File: src/rtl/gpio_input_conditioner.sv
// gpio_input_conditioner
// Multi-channel conditioner for asynchronous board inputs. Each channel is
// synchronised, debounced by a consecutive-sample counter, edge-detected and
// latched into a sticky pending flag. Masked pending flags raise one
// registered interrupt line.
module gpio_input_conditioner #(
    parameter int                NUM_CH          = 8,
    parameter int                SYNC_STAGES     = 2,
    parameter int                DEBOUNCE_CYCLES = 50000,
    parameter int                CNT_W           = $clog2(DEBOUNCE_CYCLES + 1),
    parameter logic [NUM_CH-1:0] RESET_LEVEL     = {NUM_CH{1'b0}}
) (
    input  logic                  clk,
    input  logic                  rst_n,
    input  logic [NUM_CH-1:0]     raw_i,
    input  logic                  enable_i,
    input  logic [2*NUM_CH-1:0]   edge_sel_i,
    input  logic [NUM_CH-1:0]     mask_i,
    input  logic [NUM_CH-1:0]     clear_i,
    output logic [NUM_CH-1:0]     level_o,
    output logic [NUM_CH-1:0]     rise_o,
    output logic [NUM_CH-1:0]     fall_o,
    output logic [NUM_CH-1:0]     pending_o,
    output logic                  irq_o
);

    // Debounce FSM encoding, one state bit per channel
    localparam logic [0:0] ST_STABLE   = 1'b0;
    localparam logic [0:0] ST_COUNTING = 1'b1;

    // Last count value before a new level is accepted
    localparam logic [CNT_W-1:0] CNT_LAST = CNT_W'(DEBOUNCE_CYCLES - 1);

    logic [SYNC_STAGES-1:0][NUM_CH-1:0] r_sync;
    logic [NUM_CH-1:0]                  r_state;
    logic [NUM_CH-1:0][CNT_W-1:0]       r_cnt;
    logic [NUM_CH-1:0]                  r_level;
    logic [NUM_CH-1:0]                  r_rise;
    logic [NUM_CH-1:0]                  r_fall;
    logic [NUM_CH-1:0]                  r_pending;
    logic                               r_irq;

    logic [NUM_CH-1:0]                  w_sync;
    logic [NUM_CH-1:0]                  w_state_nxt;
    logic [NUM_CH-1:0][CNT_W-1:0]       w_cnt_nxt;
    logic [NUM_CH-1:0]                  w_level_nxt;
    logic [NUM_CH-1:0]                  w_rise_nxt;
    logic [NUM_CH-1:0]                  w_fall_nxt;
    logic [NUM_CH-1:0]                  w_evt;
    logic [NUM_CH-1:0]                  w_pending_nxt;

    assign w_sync = r_sync[SYNC_STAGES-1];

    // Metastability synchroniser: raw pins shift in at stage 0
    always_ff @(posedge clk or negedge rst_n) begin
        if (!rst_n) begin
            r_sync <= {SYNC_STAGES{RESET_LEVEL}};
        end else begin
            r_sync <= {r_sync[SYNC_STAGES-2:0], raw_i};
        end
    end

    // Per-channel debounce decision; a disabled block parks every FSM idle
    always_comb begin
        w_state_nxt = r_state;
        w_cnt_nxt   = r_cnt;
        w_level_nxt = r_level;
        w_rise_nxt  = '0;
        w_fall_nxt  = '0;
        for (int k = 0; k < NUM_CH; k++) begin
            if (!enable_i) begin
                w_state_nxt[k] = ST_STABLE;
                w_cnt_nxt[k]   = '0;
            end else if (r_state[k] == ST_STABLE) begin
                w_cnt_nxt[k] = '0;
                if (w_sync[k] != r_level[k]) begin
                    if (DEBOUNCE_CYCLES == 1) begin
                        // No filtering: the first mismatching sample is accepted
                        w_level_nxt[k] = w_sync[k];
                        w_rise_nxt[k]  = w_sync[k];
                        w_fall_nxt[k]  = ~w_sync[k];
                    end else begin
                        w_state_nxt[k] = ST_COUNTING;
                        w_cnt_nxt[k]   = CNT_W'(1);
                    end
                end
            end else begin
                if (w_sync[k] == r_level[k]) begin
                    // Glitch shorter than the window: discard it
                    w_state_nxt[k] = ST_STABLE;
                    w_cnt_nxt[k]   = '0;
                end else if (r_cnt[k] == CNT_LAST) begin
                    w_state_nxt[k] = ST_STABLE;
                    w_cnt_nxt[k]   = '0;
                    w_level_nxt[k] = w_sync[k];
                    w_rise_nxt[k]  = w_sync[k];
                    w_fall_nxt[k]  = ~w_sync[k];
                end else begin
                    w_cnt_nxt[k] = r_cnt[k] + 1'b1;
                end
            end
        end
    end

    // Event selection and sticky pending update; a new event beats a clear
    always_comb begin
        w_evt = '0;
        for (int k = 0; k < NUM_CH; k++) begin
            w_evt[k] = (w_rise_nxt[k] & edge_sel_i[2*k]) |
                       (w_fall_nxt[k] & edge_sel_i[2*k+1]);
        end
        w_pending_nxt = (r_pending & ~clear_i) | w_evt;
    end

    // Debounce state, level, edge pulses, pending flags and interrupt
    always_ff @(posedge clk or negedge rst_n) begin
        if (!rst_n) begin
            r_state   <= {NUM_CH{ST_STABLE}};
            r_cnt     <= '0;
            r_level   <= RESET_LEVEL;
            r_rise    <= '0;
            r_fall    <= '0;
            r_pending <= '0;
            r_irq     <= 1'b0;
        end else begin
            r_state   <= w_state_nxt;
            r_cnt     <= w_cnt_nxt;
            r_level   <= w_level_nxt;
            r_rise    <= w_rise_nxt;
            r_fall    <= w_fall_nxt;
            r_pending <= w_pending_nxt;
            r_irq     <= |(r_pending & mask_i);
        end
    end

    assign level_o   = r_level;
    assign rise_o    = r_rise;
    assign fall_o    = r_fall;
    assign pending_o = r_pending;
    assign irq_o     = r_irq;

endmodule
File: config.mk
export PLATFORM = sky130hd
export DESIGN_NAME = gpio_input_conditioner
export DESIGN_NICKNAME = d
export VERILOG_FILES = /design/src/rtl/gpio_input_conditioner.sv
export SDC_FILE = /design/constraint.sdc
export NUM_CORES = 1
export LEC_CHECK = 0
export CAP_MARGIN = 20
export CORE_MARGIN = 2
export CORE_UTILIZATION = 40
export DETAILED_ROUTE_END_ITERATION = 6
export PLACE_DENSITY_LB_ADDON = 0.25
export REMOVE_ABC_BUFFERS = 1
export SETUP_SLACK_MARGIN = 0.3
export SLEW_MARGIN = 15
export SYNTH_ARGS = -nofsm -noshare
export SYNTH_HDL_FRONTEND = slang
export SYNTH_SLANG_ARGS = --single-unit
File: constraint.sdc
create_clock -name clk -period 1.8 [get_ports clk]
set_input_delay 0.18 -clock clk [delete_from_list [all_inputs] [get_ports clk]]
set_output_delay 0.18 -clock clk [all_outputs]
set_load 0.005 [all_outputs]
# Yosys cells after proc, flatten, opt, wreduce, memory -nomap -nowiden
# Index checks and enable logic that the tools add are counted.
# Widths: inputs -> output; s select.
[totals]
regBits = 185
latch_bits = 0
mem_bits_rw = 0
rom_bits = 0
inputBits = 43
output_inout_bits = 33
wordCells = 252
n_memories = 0
[classes]
n_addsub = 8
mul = 0
div = 0
order_cmp = 0
n_eq_ne = 24
shift = 0
muxes = 144
bitwise = 44
n_reduce_logical = 9
[ops]
columns = ["operator", "count"]
rows = [
  ["$mux 16", 32],
  ["$add 16x1->16 const B", 8],
  ["$eq 16x16->1 const B", 8],
  ["$mux 1", 112],
  ["$reduce_and 4->1", 8],
  ["$and 1x1->1", 16],
  ["$and 8x8->8", 2],
  ["$not 1->1", 16],
  ["$eq 1x1->1", 8],
  ["$ne 1x1->1", 8],
  ["$not 8->8", 1],
  ["$or 1x1->1", 8],
  ["$or 8x8->8", 1],
  ["$reduce_or 8->1", 1],
]

# Logic depth before layout (Yosys ltp)
# Gate-level depths: netlist (run 1).
[logic_depth]
word_depth = 8
ltp_mapped = 7
mapped_depth_nobuf = 5

# Worst setup path before layout (run 1)
# No wires, ideal clock.
[synth_timing]
path_type = "register to register"
startpoint = "register r_cnt[106] (netlist bit)"
endpoint = "register r_level[6] (netlist: level_o[6])"
setup_time_ns = 0.125
arrival_ns = 1.762
t_required_ns = 1.675
slack_ns = -0.087
stages_incl_launch_ff = 5
path_buffers = 0
period_less_slack_ns = 1.887
path_cell_list = "dfrtp_1 -> or4b_4 -> nor4_4 -> nand4_2 -> mux2_4"
[synth_between]
elab_chain_cells = 2
[synth_rtl]
columns = ["element", "line", "source"]
rows = [
  ["start: declaration", "36", "logic [NUM_CH-1:0][CNT_W-1:0] r_cnt;"],
  ["start signal: assignment", "127", "r_cnt <= w_cnt_nxt;"],
  ["$eq 16x16->1", "92", "end else if (r_cnt[k] == CNT_LAST) begin"],
  ["$reduce_and 4->1 (no line)", "-", ""],
  ["end signal: assignment", "128", "r_level <= w_level_nxt;"],
  ["end: declaration", "37", "logic [NUM_CH-1:0] r_level;"],
]
# Every way passes these cells.
# A chain may end at the register's enable or synchronous reset.

==> results of run 1 <==
==> stage by stage <==
step	setup TNS (ns)	hold slack [ns]
2_1_floorplan	-2.56	-0.116
3_3_place_gp	-0.557	0.179
3_5_place_dp	-1.80	0.181
4_1_cts	-2.03	0.170
5_1_grt	-8.65	0.184
6_report	-2.83	0.188
==> synth_stat cells, types with 8 or more instances <==
cell type / number
or4bb_1: 9
nand3_1: 39
o22ai_1: 8
nor3_1: 31
nand2_1: 41
a21oi_1: 18
xnor2_1: 88
nor2_1: 148
ha_1: 8
dfrtp_1: 185
inv_1: 45
nand4_1: 37
nor4_1: 26
xor2_1: 24
mux2i_1: 8
==> how the worst max path moves through the flow <==
stage	cells past startpoint	end	slack [ns]	from
after global placement	4	level_o[7]	-0.05	r_cnt[122]
after detailed placement	4	level_o[7]	-0.09	r_cnt[122]
after global routing	4	level_o[7]	-0.18	r_cnt[122]
final	7	r_cnt[79]	-0.09	r_cnt[71]
after floorplan	4	level_o[6]	-0.09	r_cnt[106]
after CTS	4	level_o[7]	-0.08	r_cnt[122]
==> repair_timing <==
item	CTS	global route
hold buffers	1	0
gates resized for setup	134	140
endpoints found under the hold margin	48	0
gates cloned	2	2
buffers inserted	35	16
pin swaps	86	70
setup endpoints to repair	172	167
==> area by class of cell <==
| type | count | area, um2 | share of cell area |
|---|---|---|---|
| inverter | 45 | 169 | 0.0135 |
| sequential | 185 | 4640 | 0.370 |
| tap | 275 | 344 | 0.0274 |
| timing repair buffer | 242 | 2250 | 0.179 |
| clock inverter | 7 | 90.1 | 0.00718 |
| clock buffer | 25 | 495 | 0.0395 |
| multi-input combinational | 576 | 4560 | 0.364 |
==> worst max-delay path: cells and delay by family (launching register included) <==
kind,cells,cell delay (ns)
buf+inv,3,0.41
flops,1,0.38
simple gates,3,0.95
compound gates,1,0.04
==> logic make-up after synthesis <==
| kind of cell | count (synthesis) | share of synthesized area |
|---|---|---|
| simple gates | 393 | 0.250 |
| flops | 185 | 0.540 |
| xor+xnor | 112 | 0.114 |
| buf+inv | 60 | 0.0308 |
| compound gates | 46 | 0.0323 |
| mux | 15 | 0.0207 |
| fa+ha+maj | 8 | 0.0117 |
==> cells in the final DEF (no fill, tap or decap), types with 9 or more instances in the layout <==
cell type,synthesis,routed
buf_4,3,135
dfrtp_1,185,177
buf_6,3,18
dlygate4sd2_1,0,12
nand3_1,39,33
nor2_2,0,41
nand2_1,41,40
a21oi_2,0,12
clkdlybuf4s50_1,0,54
nor3_1,31,29
nor4_1,26,16
inv_1,45,45
xor2_1,24,22
xnor2_1,88,88
nand4_1,37,37
nor2_1,148,65
clkbuf_16,0,18
nor2_4,0,42
buf_12,0,9
==> report_power, final <==
part	internal [mW]	switching, mW
clock	2.19	1.49
combinational	0.192	0.204
sequential	4.20	0.0401
total	6.58	1.74
==> sequential cells by signal, summed over array words and instances, names as in the netlist <==
register / cells
r_cnt: 128
fall_o: 8
level_o: 8
pending_o: 8
r_state: 8
r_sync: 8
rise_o: 8
w_sync: 8
irq_o: 1
==> per-layer routing <==
metal	track usage	part of all wire
met5	0	0
met4	0.0401	0.0088
met2	0.293	0.50
met1	0.234	0.46
met3	0.0376	0.037
==> results.md, run 1 <==
* Buffers on Ports at 75
* Routed Antenna Nets at 0
* Root buf cell: clkbuf_16
* Min-Delay Path Class: input port to register
* Worst vdd ir at 0.424 mV
* Post-synthesis register bit count at 185
* Synthesized instance count at 819
* Max Clock Skew at 0.00899 ns
* Cell Rows at 53
* Cell Count, Final, Fillers Out at 1355
* P_leak at 5.25 nW
* Wirelength per Cell at 14.7 um
* Final hold vios at 0
* Cts bufs inserted at 17
* Worst Setup End Kind: register
* Max-cap viol count at 0
* Largest stage delay on the critical path at 0.55 ns
* Boundary Pins at 76
* Worst path required time at 2.10 ns
* Iter 0 DRT Violations at 304
* Area of the mapped netlist at 8570 um2
* End point of the worst hold path: r_sync[3]
* Core Region at 21000 um2
* Failing checks: setup timing
* Critical path peak fanout at 8
* Layout Utilization at 0.597
* R2r endpoint: r_cnt[79]
* Crit path cell chain: or4b_4 -> nor4_4 -> buf_4 -> or3b_4 -> buf_6 -> buf_12 -> a21oi_2
* Die ar. at 22600 um2
* Die height at 150 um
* CP Launch Type: register
* Fin nets at 1118
* Placed cell area at 10500 um2
* Vias at 6709
* Largest net degree at the start of global routing at 53
* Slowest stage cell, crit path: or4b_4
* Final Cell Area at 12500 um2
* Initial Utilization at 0.408
* Worst relative slew slack at 0.632
* CTS Sinks at 185
* Antenna diode count at 0
* Max frequency at 529 MHz
* Status: finished with violations
* Tot Pwr at 8.31 mW
* Synth area leaders: dfrtp_1 54%, xnor2_1 9.0%, nor2_1 6.5%
* Pre-antenna DRT Iters at 4
* Cell variety after synth at 45
* Max H-tree Level at 4
* Vias in the first global route at 6436
* Syn_area_per_cell at 10.5 um2
* Worst slack, placed at -0.0904 ns
* Clk buf depth at 2
* Number of synthesized flops with an enable pin at 0
* Final min period at 1.89 ns
* R2R depth at 7
* Setup ws final at -0.0912 ns
* Routability Congestion at 0.834
* Total wire length at 19900 um
* Hold path startpoint: raw_i[3]
* Max-slew violations at 0
* Placed instance count at 1267
* Final Cycle Share at 1.05
* Synth top area share at 0.540
* Fraction of layout cells with a size suffix above 1 at 0.359
* Post-DP HPWL at 13100 um
* Beginning of the worst register-to-register path: r_cnt[71]
* Sequential share of the synthesized area at 0.540
* Initial antenna violation count at 0
* Slew @ Worst Pin at 0.551 ns
* Clock transition at path regs at 0.06 ns
* Count of cells along the worst hold path at 1
* Grt total ovfl at 0
* DRC at 0
* Critical path class: register to register
* Worst skew pair latency at 0.43 ns
* Global-route wire length before repair at 31300 um
* Post-synth top area cell: dfrtp_1
* # fillers at 1701
* Die W at 150 um
* GRT Total Usage at 0.175
* Arrival time worst endpoint at 2.19 ns
* Top_reg_cell synth: dfrtp_1
* Vias per inst at 4.95
* Slack of the worst reg-to-reg path at -0.09 ns
* Syn. warnings at 0
* CTS tree: done
* Power per cell area at 663 nW/um2
* Asr flop ratio synth at 1.00
* RSZ-0062 raised after global routing: true
* Setup Viol. Count Final at 56
* Layout overhead on the synthesized area at 46.4%
No activity file was read; power rests on OpenSTA's default activity.
==> inputs of run 2 (changes only) <==
--- a/config.mk
+++ b/config.mk
@@ -7,7 +7,7 @@
 export LEC_CHECK = 0
 export CAP_MARGIN = 20
 export CORE_MARGIN = 2
-export CORE_UTILIZATION = 40
+export CORE_UTILIZATION = 30
 export DETAILED_ROUTE_END_ITERATION = 6
 export PLACE_DENSITY_LB_ADDON = 0.25
 export REMOVE_ABC_BUFFERS = 1
==> results.md, run 2 (same netlist as run 1, synthesis figures left out) <==
* Final min period at 1.88 ns
* Critical path peak fanout at 3
* Max-cap viol count at 0
* Layout Utilization at 0.461
* Slew @ Worst Pin at 0.496 ns
* Combinational share of power at 0.051
* Pre-antenna DRT Iters at 5
* Max Clock Skew at 0.0142 ns
* Wirelength per Cell at 14.6 um
* Worst path required time at 2.11 ns
* Fraction of layout cells with a size suffix above 1 at 0.386
* Vias at 6803
* Clock network power share at 0.439
* Cts bufs inserted at 17
* Tot Pwr at 8.31 mW
* Grt total ovfl at 0
* Global-route wire length before repair at 34800 um
* Final Cycle Share at 1.04
* Worst relative slew slack at 0.669
* Setup Viol. Count Final at 61
* DRC at 0
* Max H-tree Level at 4
* Number of flip-flops in the largest register at 128
* Total wire length at 21500 um
* CP Launch Type: register
* Most common cell after layout, fill and taps aside: dfrtp_1
* Most frequent cells in the layout: 176 x dfrtp_1, 153 x buf_4, 88 x xnor2_1, 63 x nor2_4, 54 x clkdlybuf4s50_1
* Pint at 6.44 mW
* Largest Register: r_cnt
* Post-DP HPWL at 14200 um
* Arrival time worst endpoint at 2.19 ns
* Die ar. at 29900 um2
* Vias per inst at 4.61
* Core Region at 27900 um2
* Clk buf depth at 2
* GRT Total Usage at 0.143
* Die height at 173 um
* CTS Sinks at 185
* Max-slew violations at 0
* Initial Utilization at 0.307
* Clock transition at path regs at 0.07 ns
* Worst skew pair latency at 0.43 ns
* Cell Rows at 61
* Psw at 1.87 mW
* Flop pwr share at 0.510
* Failing checks: setup timing
* Root buf cell: clkbuf_16
* P_leak at 5.18 nW
* RSZ-0062 raised after global routing: true
* Final hold vios at 0
* Critical path class: register to register
* Min-Delay Path Class: input port to register
* Routed Antenna Nets at 0
* Iter 0 DRT Violations at 329
* Vias in the first global route at 6727
* Die W at 173 um
* Fin nets at 1135
* Largest net degree at the start of global routing at 54
* Worst vdd ir at 0.434 mV
* Layout overhead on the synthesized area at 50.1%
* Sw frac at 0.225
* Antenna diode count at 0
* Cell Count, Final, Fillers Out at 1475
* Boundary Pins at 76
* Placed instance count at 1382
* CTS tree: done
* Max frequency at 532 MHz
* Initial antenna violation count at 1
* Buffers on Ports at 75
* Slack of the worst reg-to-reg path at -0.08 ns
* Worst Setup End Kind: register
* Status: finished with violations
* Power per cell area at 646 nW/um2
* Setup ws final at -0.0803 ns
* Routability Congestion at 0.768
[run 2: through the flow]
stage	setup WS [ns]	cell area [um2]	setup TNS, ns	hold slack, ns
2_1_floorplan	-0.0866	8470	-2.56	-0.116
3_3_place_gp	-0.0290	10700	-0.509	0.185
3_5_place_dp	-0.0785	10700	-2.10	0.188
4_1_cts	-0.0614	11900	-1.20	0.171
5_1_grt	-0.143	12900	-7.99	0.174
6_report	-0.0803	12900	-2.12	0.185
[run 2: power groups by stage]
stage,registers [mW],logic (mW),clock network (mW)
after floorplan,4.31,0.0717,0
after global placement,4.31,0.353,0
after detailed placement,4.31,0.354,0
after CTS,4.23,0.378,3.75
after global routing,4.24,0.474,3.92
final,4.24,0.426,3.65
[run 2: critical path, stage by stage (launching register included)]
cell	delay [ns]
dfrtp_1	0.39
or4b_4	0.55
nor4_4	0.35
nand4_2	0.17
mux2_4	0.32
[run 2: path summary, 6_finish.rpt]
check,startpoint,to,cells after the start
setup / recovery,r_cnt[58],level_o[3],4
hold / removal,raw_i[7],r_sync[7],1
min in group asynchronous,rst_n,rise_o[5],2
hold reg to reg,r_sync[5],w_sync[5],0
max in group asynchronous,rst_n,r_cnt[39],3
setup reg to reg,r_cnt[58],level_o[3],4
[run 2: per-layer routing]
metal,share of wire,wire (um),track usage,vias up
met3,0.030,647,0.0270,16
met2,0.50,10800,0.236,100
met5,0,0,0,-
met4,0.0093,200,0.0364,0
li1,-,-,-,3346
met1,0.46,9880,0.195,3341
[run 2: what timing repair did]
item,CTS,global route
hold endpoints to repair,46,0
hold buffers,1,0
pin swaps,62,100
gates cloned,1,5
endpoints found under the setup margin,176,164
setup buffers,43,11
gates resized for setup,103,201
[run 2: cell type report]
cell class	instances	area (um2)
fillers	2674	15100
flip-flops and latches	185	4640
multi-input cells	574	4630
repair buffers	261	2390
well taps	378	473
clock buffers	20	437
inverters	45	171
clock inverters	12	128
